==> src/rtl/ooo_pkg.sv <==
// Shared encodings for the ROB retirement path: architectural register codes,
// payload field offsets and the commit FSM state type.
package ooo_pkg;

    localparam logic [2:0] ARCH_NONE = 3'd0;
    localparam logic [2:0] ARCH_A    = 3'd1;
    localparam logic [2:0] ARCH_X    = 3'd2;
    localparam logic [2:0] ARCH_Y    = 3'd3;
    localparam logic [2:0] ARCH_SP   = 3'd4;
    localparam logic [2:0] ARCH_P    = 3'd5;

    localparam int ARCH_W   = 3;
    localparam int NUM_ARCH = 5;

    // Payload is {exc, arch_dst, phys_dst}; phys_dst sits at bit 0.
    function automatic int arch_lsb(input int phys_w);
        return phys_w;
    endfunction

    function automatic int exc_bit(input int phys_w);
        return phys_w + ARCH_W;
    endfunction

    typedef enum logic [1:0] {RUN, FLUSH, WAIT} commit_state_t;

endpackage

==> src/rtl/commit_compact.sv <==
// Packs valid-masked tags toward the LSB without gaps and reports how many
// are valid. Purely combinational.
module commit_compact #(
    parameter int N  = 3,
    parameter int TW = 6
) (
    input  logic [N*TW-1:0]     tags_i,
    input  logic [N-1:0]        valid_i,
    output logic [N*TW-1:0]     packed_o,
    output logic [$clog2(N):0]  count_o
);

    always_comb begin
        packed_o = '0;
        count_o  = '0;
        for (int i = 0; i < N; i++) begin
            if (valid_i[i]) begin
                packed_o[count_o*TW +: TW] = tags_i[i*TW +: TW];
                count_o = count_o + 1'b1;
            end
        end
    end

endmodule

==> src/rtl/rob_commit.sv <==
// In-order retirement: updates the retirement RAT, frees displaced tags and
// flushes on an excepting entry. Stats counters exist only with ROB_COMMIT_STATS_EN.
//   state | meaning
//   RUN   | accepting up to PUSH_WIDTH entries per cycle
//   FLUSH | one-cycle flush pulse, RAT exported on rat_out
//   WAIT  | holding off the ROB until flush_done
module rob_commit
    import ooo_pkg::*;
#(
    parameter int PUSH_WIDTH = 3,
    parameter int PHYS_WIDTH = 6,
    parameter int PAYLOAD_W  = PHYS_WIDTH + 4
) (
    input  logic                             clk,
    input  logic                             rst_n,
    input  logic [PAYLOAD_W*PUSH_WIDTH-1:0]  rob_dout,
    input  logic [$clog2(PUSH_WIDTH):0]      rob_valid_ct,
    output logic [$clog2(PUSH_WIDTH):0]      rob_ready_ct,
    output logic [PHYS_WIDTH*PUSH_WIDTH-1:0] free_tags,
    output logic [$clog2(PUSH_WIDTH):0]      free_valid_ct,
    output logic [$clog2(PUSH_WIDTH):0]      commit_ct,
    output logic                             flush,
    input  logic                             flush_done,
    output logic [5*PHYS_WIDTH-1:0]          rat_out,
    output logic [31:0]                      retired_cnt,
    output logic [15:0]                      flush_cnt
);

    localparam int CW       = $clog2(PUSH_WIDTH) + 1;
    localparam int ARCH_LSB = arch_lsb(PHYS_WIDTH);
    localparam int EXC_BIT  = exc_bit(PHYS_WIDTH);

    commit_state_t state_q, state_d;

    logic [PHYS_WIDTH-1:0] rat_q [NUM_ARCH];
    logic [PHYS_WIDTH-1:0] rat_d [NUM_ARCH];

    logic                  exc_s  [PUSH_WIDTH];
    logic [ARCH_W-1:0]     arch_s [PUSH_WIDTH];
    logic [PHYS_WIDTH-1:0] phys_s [PUSH_WIDTH];

    logic [CW-1:0] valid_clamped, take_ct;
    logic [CW-1:0] commit_d, commit_q;
    logic [CW-1:0] free_ct_d, free_ct_q;
    logic [PHYS_WIDTH*PUSH_WIDTH-1:0] freed_raw, free_tags_d, free_tags_q;
    logic [PUSH_WIDTH-1:0] freed_mask;
    logic go_flush;

    for (genvar g = 0; g < PUSH_WIDTH; g++) begin : g_slot
        assign exc_s[g]  = rob_dout[g*PAYLOAD_W + EXC_BIT];
        assign arch_s[g] = rob_dout[g*PAYLOAD_W + ARCH_LSB +: ARCH_W];
        assign phys_s[g] = rob_dout[g*PAYLOAD_W +: PHYS_WIDTH];
    end

    assign rob_ready_ct  = (state_q == RUN) ? CW'(PUSH_WIDTH) : '0;
    assign valid_clamped = (rob_valid_ct > CW'(PUSH_WIDTH)) ? CW'(PUSH_WIDTH) : rob_valid_ct;
    assign take_ct       = (valid_clamped < rob_ready_ct) ? valid_clamped : rob_ready_ct;

    // Slots walk in age order so a later write to the same arch reg frees the earlier one.
    always_comb begin
        rat_d      = rat_q;
        freed_raw  = '0;
        freed_mask = '0;
        commit_d   = '0;
        go_flush   = 1'b0;
        for (int i = 0; i < PUSH_WIDTH; i++) begin
            if ((CW'(i) < take_ct) && !go_flush) begin
                if (exc_s[i]) begin
                    go_flush = 1'b1;
                end else begin
                    commit_d = commit_d + 1'b1;
                    if ((arch_s[i] >= ARCH_A) && (arch_s[i] <= ARCH_P)) begin
                        freed_raw[i*PHYS_WIDTH +: PHYS_WIDTH] = rat_d[arch_s[i] - ARCH_A];
                        freed_mask[i]                         = 1'b1;
                        rat_d[arch_s[i] - ARCH_A]             = phys_s[i];
                    end
                end
            end
        end
    end

    commit_compact #(
        .N  (PUSH_WIDTH),
        .TW (PHYS_WIDTH)
    ) u_compact (
        .tags_i   (freed_raw),
        .valid_i  (freed_mask),
        .packed_o (free_tags_d),
        .count_o  (free_ct_d)
    );

    always_comb begin
        state_d = state_q;
        case (state_q)
            RUN:     if (go_flush) state_d = FLUSH;
            FLUSH:   state_d = WAIT;
            WAIT:    if (flush_done) state_d = RUN;
            default: state_d = RUN;
        endcase
    end

    always_ff @(posedge clk) begin
        if (!rst_n) begin
            state_q     <= RUN;
            for (int k = 0; k < NUM_ARCH; k++) rat_q[k] <= PHYS_WIDTH'(k);
            free_tags_q <= '0;
            free_ct_q   <= '0;
            commit_q    <= '0;
        end else begin
            state_q     <= state_d;
            rat_q       <= rat_d;
            free_tags_q <= free_tags_d;
            free_ct_q   <= free_ct_d;
            commit_q    <= commit_d;
        end
    end

    assign free_tags     = free_tags_q;
    assign free_valid_ct = free_ct_q;
    assign commit_ct     = commit_q;
    assign flush         = (state_q == FLUSH);

    for (genvar k = 0; k < NUM_ARCH; k++) begin : g_rat
        assign rat_out[k*PHYS_WIDTH +: PHYS_WIDTH] = rat_q[k];
    end

`ifdef ROB_COMMIT_STATS_EN
    logic [31:0] retired_q;
    logic [15:0] flush_cnt_q;

    always_ff @(posedge clk) begin
        if (!rst_n) begin
            retired_q   <= '0;
            flush_cnt_q <= '0;
        end else begin
            retired_q <= retired_q + 32'(commit_q);
            if (flush) flush_cnt_q <= flush_cnt_q + 16'd1;
        end
    end

    assign retired_cnt = retired_q;
    assign flush_cnt   = flush_cnt_q;
`else
    assign retired_cnt = '0;
    assign flush_cnt   = '0;
`endif

endmodule

==> config.mk <==
export PLATFORM = sky130hd
export DESIGN_NAME = rob_commit
export DESIGN_NICKNAME = d
export VERILOG_FILES = /design/src/rtl/ooo_pkg.sv /design/src/rtl/commit_compact.sv /design/src/rtl/rob_commit.sv
export SDC_FILE = /design/constraint.sdc
export NUM_CORES = 1
export LEC_CHECK = 0
export CORE_MARGIN = 5
export CORE_UTILIZATION = 49
export CTS_CLUSTER_SIZE = 10
export DETAILED_ROUTE_END_ITERATION = 8
export PLACE_DENSITY = 0.84
export SYNTH_ARGS = -nofsm -noshare
export SYNTH_HDL_FRONTEND = slang
export SYNTH_SLANG_ARGS = --single-unit
==> constraint.sdc <==
create_clock -name clk -period 4.1 [get_ports clk]
set_input_delay 0.615 -clock clk [delete_from_list [all_inputs] [get_ports clk]]
set_output_delay 0.615 -clock clk [all_outputs]
set_load 0.05 [all_outputs]
======== Word-level counts from Yosys, hierarchy flattened ========
Cells that the tools add are included.
word-level totals
  flip-flop bits (word level) ............. 56
  bits in latches ......................... 0
  RAM bits ................................ 0
  ROM bits ................................ 0
  input bits .............................. 36
  output and inout port bits .............. 106
  word-level logic and storage cells ...... 131
  memories ................................ 0
operators by class
  add/sub/neg operators ................... 9
  $mul .................................... 2
  div/mod/pow operators ................... 0
  $lt $le $gt $ge ......................... 17
  equality and inequality tests ........... 4
  shifts and indexed selects .............. 4
  mux-type cells .......................... 71
  bitwise logic cells ..................... 3
  reductions and logical operators ........ 12
operator list
  cell                                                         count
  two-way mux 30 bit                                           9
  two-way mux 6 bit                                            19
  bitwise mux 30 bit                                           3
  negator 6 -> 34 bit                                          2
  variable shift 6 x 34 -> 18 bit (first input constant)       2
  variable part select 6 x 34 -> 18 bit                        2
  binary-select mux 6 bit (select 3 bit)                       3
  demux 6 bit (select 3 bit)                                   3
  bitwise mux 18 bit                                           2
  two-way mux 18 bit                                           2
  two-way mux 3 bit                                            8
  two-way mux 1 bit                                            18
  >= comparator 4 bit (second input constant)                  3
  less-than comparator 4 x 1 -> 1 bit (second input constant)  3
  inverter 3 -> 4 bit                                          3
  adder 3 x 1 -> 3 bit (second input constant)                 3
  >= comparator 3 x 1 -> 1 bit (second input constant)         3
  <= comparator 3 bit (second input constant)                  3
  subtractor 3 x 1 -> 3 bit (second input constant)            3
  logical AND 1 bit                                            8
  less-than comparator 1 x 3 -> 1 bit (first input constant)   2
  two-way mux 2 bit                                            3
  case mux 2 bit (3 select lines)                              1
  multiplier 3 x 2 -> 5 bit (second input constant)            1
  other kinds (11)                                             13

======== Longest topological paths before layout ========
  depth in word-level cells ............... 23
  depth in mapped cells ................... 16
  depth with buffers taken out ............ 13

======== By module ========
Synthesis repeated with hierarchy kept, for this count alone.
unflattened totals
  cell total of the unflattened synthesis .. 638
  area total of the unflattened synthesis .. 4976.0 um^2
modules (own cells, without submodules)
  module          times used  cells each  area each (um^2)
  rob_commit      1           585         4554.4
  commit_compact  1           53          421.7

======== Worst setup path after synthesis ========
No wires, ideal clock.
  kind .................................... register to register
  start point ............................. register state_q[1]
  end point ............................... register free_tags_q[6] (netlist: free_tags[6])
  arrival time ............................ 4068 ps
  required time ........................... 3965 ps
  setup slack ............................. -103 ps
  stages on the path, launching flop included .. 17
  cells stage by stage .................... dfxtp_1 > nor2_1 > inv_1 > ha_1 > nor4_2 > or3_1 > clkbuf_1 > inv_2 > buf_1 > o21ai_1 > inv_1 > ha_1 > nand2_1 > and3_1 > clkbuf_1 > a22oi_1 > o22ai_1
on the way
  word-level cells in the longest chain between the ends .. 19
ends and longest elaborated chain
  what                                                                          RTL line              source
  from (decl)                                                                   rob_commit.sv:33      commit_state_t state_q, state_d;
  from (signal assigned)                                                        rob_commit.sv:110     state_q <= state_d;
  zero test 2 bit *                                                             rob_commit.sv:55      assign rob_ready_ct = (state_q == RUN) ? CW'(PUSH_WIDTH) : '0;
  two-way mux 2 bit *                                                           rob_commit.sv:55
  via rob_ready_ct[0]                                                           rob_commit.sv:18      output logic [$clog2(PUSH_WIDTH):0] rob_ready_ct,
  less-than comparator 3 x 2 -> 1 bit                                           rob_commit.sv:57      assign take_ct = (valid_clamped < rob_ready_ct) ? valid_clamped : rob_ready_ct;
  two-way mux 3 bit *                                                           rob_commit.sv:57
  parallel branches: the longest is 14 deep, another holds negator 6 -> 34 bit  -
  two-way mux 18 bit *                                                          commit_compact.sv:17  if (valid_i[i]) begin
  to (signal assigned)                                                          rob_commit.sv:112     free_tags_q <= free_tags_d;
  to (decl)                                                                     rob_commit.sv:45      logic [PHYS_WIDTH*PUSH_WIDTH-1:0] freed_raw, free_tags_d, free_tags_q;
Mark *: on every way through the listed nets, which the timed path passes. The select of a mux whose other input is x is not followed.
A chain may end at the register's enable or synchronous reset.

======== Worst setup path after layout ========
  start point ............................. input rob_valid_ct[1]
  end point ............................... register free_tags_q[5] (netlist: free_tags[5])
on the way
  word-level cells in the longest chain between the ends .. 19
ends and longest elaborated chain
  what                                                                          RTL line              source
  from (decl)                                                                   rob_commit.sv:17      input logic [$clog2(PUSH_WIDTH):0] rob_valid_ct,
  > comparator 3 x 2 -> 1 bit                                                   rob_commit.sv:56      assign valid_clamped = (rob_valid_ct > CW'(PUSH_WIDTH)) ? CW'(PUSH_WIDTH) : rob_valid_ct;
  two-way mux 3 bit *                                                           rob_commit.sv:56
  less-than comparator 3 x 2 -> 1 bit                                           rob_commit.sv:57
  two-way mux 3 bit *                                                           rob_commit.sv:57
  parallel branches: the longest is 14 deep, another holds negator 6 -> 34 bit  -
  two-way mux 18 bit *                                                          commit_compact.sv:17
Mark *: on every way between the ends. The select of a mux whose other input is x is not followed.

==> results.json <==
{
  "synthesis.area_per_instance_um2": 7.31,
  "first_global_vias": 5914,
  "detail-route-antenna-nets": 0,
  "worst_setup_path_end_kind": "register",
  "register_area_um2": 1120,
  "worst_path_max_delay_cell": "sky130_fd_sc_hd__or4_1",
  "grt_start_max_net_pins": 26,
  "stdcell_area_um2": 6590,
  "post-route-period-util_pct": 96.6,
  "grt_setup_unrepaired": "false",
  "pwr_density_cell_nw_per_um2": 336,
  "worst_hold_path.num_cells": 2,
  "leakage_nw": 2.63,
  "ys_types": 69,
  "detail_route.first_pass.iterations": 5,
  "crit_fanout": 10,
  "floorplan.initialDensity_pct": 50.3,
  "mappedNetlistArea_um2": 4920,
  "multiInputGateArea_um2": 3370,
  "globalplace.congestion": 1.11,
  "power_frac_clock_pct": 15.5,
  "power_switching_share_pct": 48.2,
  "worstSkewPairLatency_ps": 330,
  "cts_post_setup_buffers_inserted": 0,
  "layout.cells.most_common_list": "sky130_fd_sc_hd__buf_4, sky130_fd_sc_hd__clkdlybuf4s50_1, sky130_fd_sc_hd__nor2_1",
  "place_hpwl_um": 18400,
  "placement.io_buffers": 92,
  "synth.largest_area_cell": "sky130_fd_sc_hd__dfxtp_1",
  "detailed_place.area_um2": 6490,
  "post-place-cells": 966,
  "worst_ep_arrival_time_ps": 4210,
  "worst_hold_slack_ps": 683,
  "die_y_um": 110,
  "post_synth_main_area_contributors": "sky130_fd_sc_hd__dfxtp_1, sky130_fd_sc_hd__buf_4, sky130_fd_sc_hd__nand3_1",
  "intPower_mw": 1.15,
  "ys_dominant_reg_cell": "sky130_fd_sc_hd__dfxtp_1",
  "number_of_sinks_driven_by_the_clock_tree": 56,
  "preCtsSetupSlack_ps": -221,
  "power.ir.vdd_worst_mv": 0.320,
  "avgRoutedWirePerCell_um": 23.4,
  "critical_path.startpoint_type": "input pin",
  "final_hold_violating_endpoints": 0,
  "layout_commonest_cell": "sky130_fd_sc_hd__buf_4",
  "hold_path.class": "register to register",
  "finalSetupViolCount": 0,
  "grt_antenna_before_repair": 1,
  "worstSetupPathType": "input pin to register",
  "final-instance-count-excl-fill": 974,
  "async_flop_share_pct": 0,
  "groute.usage.overall_pct": 37.3,
  "cp_cell_sequence": "clkdlybuf4s50_1 > or2_2 > ha_1 > o22ai_2 > o311ai_2 > buf_4 > or4_1 > nor4_4 > mux2i_1 > a211oi_2 > nand3b_1 > a311oi_1",
  "clk_root_buffer_cell": "sky130_fd_sc_hd__clkbuf_8",
  "synth.ff_latch_count": 56,
  "cts_inserted_buffers": 5,
  "power.combinational.fraction_pct": 56.7,
  "drc": 0,
  "grt-ovfl-total": 0,
  "timing.critical_path.required_ps": 4350,
  "syn-instance-count": 673,
  "routed_wirelength_um": 22800,
  "slew_headroom_pct": 45.7,
  "die_area_um2": 12100,
  "maxcap_violations": 0,
  "period_minus_slack_ps": 3960,
  "hold_path_end": "state_q[1]",
  "transition_time_of_the_tightest_slew_check_pin_ps": 812,
  "post_route_cells_drive_above_1_share_pct": 17.1,
  "ios": 142,
  "fillCellCount": 871,
  "clk_pin_slew_worst_paths_ps": 120,
  "chipWidth_um": 110,
  "area_growth_pct": 33.9,
  "routed-via-count": 6273,
  "synth-edff-count": 0,
  "post-route-worst-setup-slack_ps": 138,
  "synth.yosys.warnings": 0,
  "status": "finished, final reports clean",
  "detailedRoute.firstIterationViolations": 833,
  "fp-row-count": 36,
  "critical_path.top_delay_family": "simple AND/OR/NAND/NOR gates",
  "cpPeakStageDelay_ps": 600,
  "regToRegStartpoint": "state_q[1]",
  "cts.htree.levels": 2,
  "tritoncts": "built",
  "min-delay-start": "state_q[1]",
  "clock-skew-final_ps": 6.99,
  "r2r_slack_ps": 420,
  "antennaDiodeCount": 0,
  "placeable_core_region_um2": 9770,
  "route.detailed.vias_per_inst": 6.44,
  "number_of_nets_in_the_layout": 889,
  "critical_path.reg2reg.endpoint": "free_tags[5]",
  "grt_first_pass_wirelength_um": 34100,
  "switching_power_mw": 1.07,
  "timing.final.max_slew_violations": 0,
  "fmax_mhz": 252,
  "rr_worst_depth": 12,
  "synth_top_cell_area_share_pct": 22.8,
  "critPathBufInv": 2,
  "buffer_depth_of_the_longest_clock_path": 2,
  "yosysSeqAreaShare_pct": 22.8,
  "share_seq_of_total_power_pct": 27.7
}
## what timing repair did
action	CTS	global route
hold buffers	0	0
setup endpoints to repair	0	2
gates resized for setup	0	1
## flip-flops by register name, summed over array words and instances (netlist names)
| name | cells |
|---|---|
| rat_out | 30 |
| free_tags | 18 |
| commit_ct | 3 |
| free_valid_ct | 3 |
| state_q | 2 |
## logic make-up (layout without fill, tap and decap cells)
family	Yosys count	count (layout)	synth area share (%)
and+or+nand+nor	265	265	26.9
AOI/OAI and AO/OA	188	188	26.5
buffers and inverters	111	231	12.4
DFF	56	56	22.8
muxes	29	29	6.08
adders and majority gates	13	13	3.31
xor gates and xnor gates	10	10	1.93
other	1	49	0.0762
## worst register-to-register path, cell delays in order (launching register included)
cell	delay [ps]
sky130_fd_sc_hd__dfxtp_1	410
sky130_fd_sc_hd__nor2_2	220
sky130_fd_sc_hd__inv_1	100
sky130_fd_sc_hd__ha_1	370
sky130_fd_sc_hd__o22ai_2	170
sky130_fd_sc_hd__o311ai_2	130
sky130_fd_sc_hd__buf_4	190
sky130_fd_sc_hd__or4_1	600
sky130_fd_sc_hd__nor4_4	400
sky130_fd_sc_hd__mux2i_1	230
sky130_fd_sc_hd__a211oi_2	400
sky130_fd_sc_hd__nand3b_1	120
sky130_fd_sc_hd__a311oi_1	260
## synthesized netlist by cell type (all sizes together) (11+ instances only)
library cell / count
nand2: 58
nor3: 17
nor4: 22
or3: 16
ha: 13
nor2: 60
inv: 16
nand4: 15
nand3: 45
clkbuf: 33
buf: 60
o31ai: 11
mux2i: 22
o21ai: 26
a31oi: 29
a21oi: 42
dfxtp: 56
## power groups by stage
stage | registers, mW | clock network, mW | logic [mW]
global placement | 0.623 | 0 | 1.19
detailed placement | 0.625 | 0 | 1.21
CTS | 0.612 | 0.342 | 1.22
floorplan | 0.725 | 0 | 0.652
global route | 0.618 | 0.366 | 1.31
finish | 0.614 | 0.343 | 1.26
## area by class of cell
class                   count  share of cell area (%)
repair buffers            205                    26.9
multi-input cells         554                    51.2
flip-flops and latches     56                    17.0
well taps                 133                    2.53
inverters                  18                    1.03
clock inverters             3                   0.323
clock buffers               5                    1.04
## per-stage QoR
stage	setup TNS [ps]	power [mW]	util, %
detailed placement	-1580	1.84	66.4
global route	0	2.30	67.4
CTS	0	2.17	67.3
global placement	-80.0	1.82	66.4
finish	0	2.21	67.4
floorplan	0	1.38	-
## metal layers
layer  share of wire [%]  GRT usage, %  routed length, µm
met1                  38          48.1               8590
met2                  45          58.6              10200
met3                  13          10.0               2960
met4                 4.6          16.3               1050
met5               0.048             0                 11
## how the worst max path moves through the flow
stage | depth (start not counted) | slack, ps | to | startpoint
finish | 12 | 140 | free_tags[5] | rob_valid_ct[1]
global route | 12 | 40 | free_tags[2] | rob_valid_ct[1]
CTS | 12 | 110 | free_tags[2] | rob_valid_ct[1]
detailed placement | 12 | -220 | free_tags[2] | rob_valid_ct[1]
global placement | 13 | -50 | free_tags[15] | rob_valid_ct[1]
floorplan | 16 | 180 | free_tags[6] | state_q[1]
Note: power is estimated with default switching activity, not from simulation.
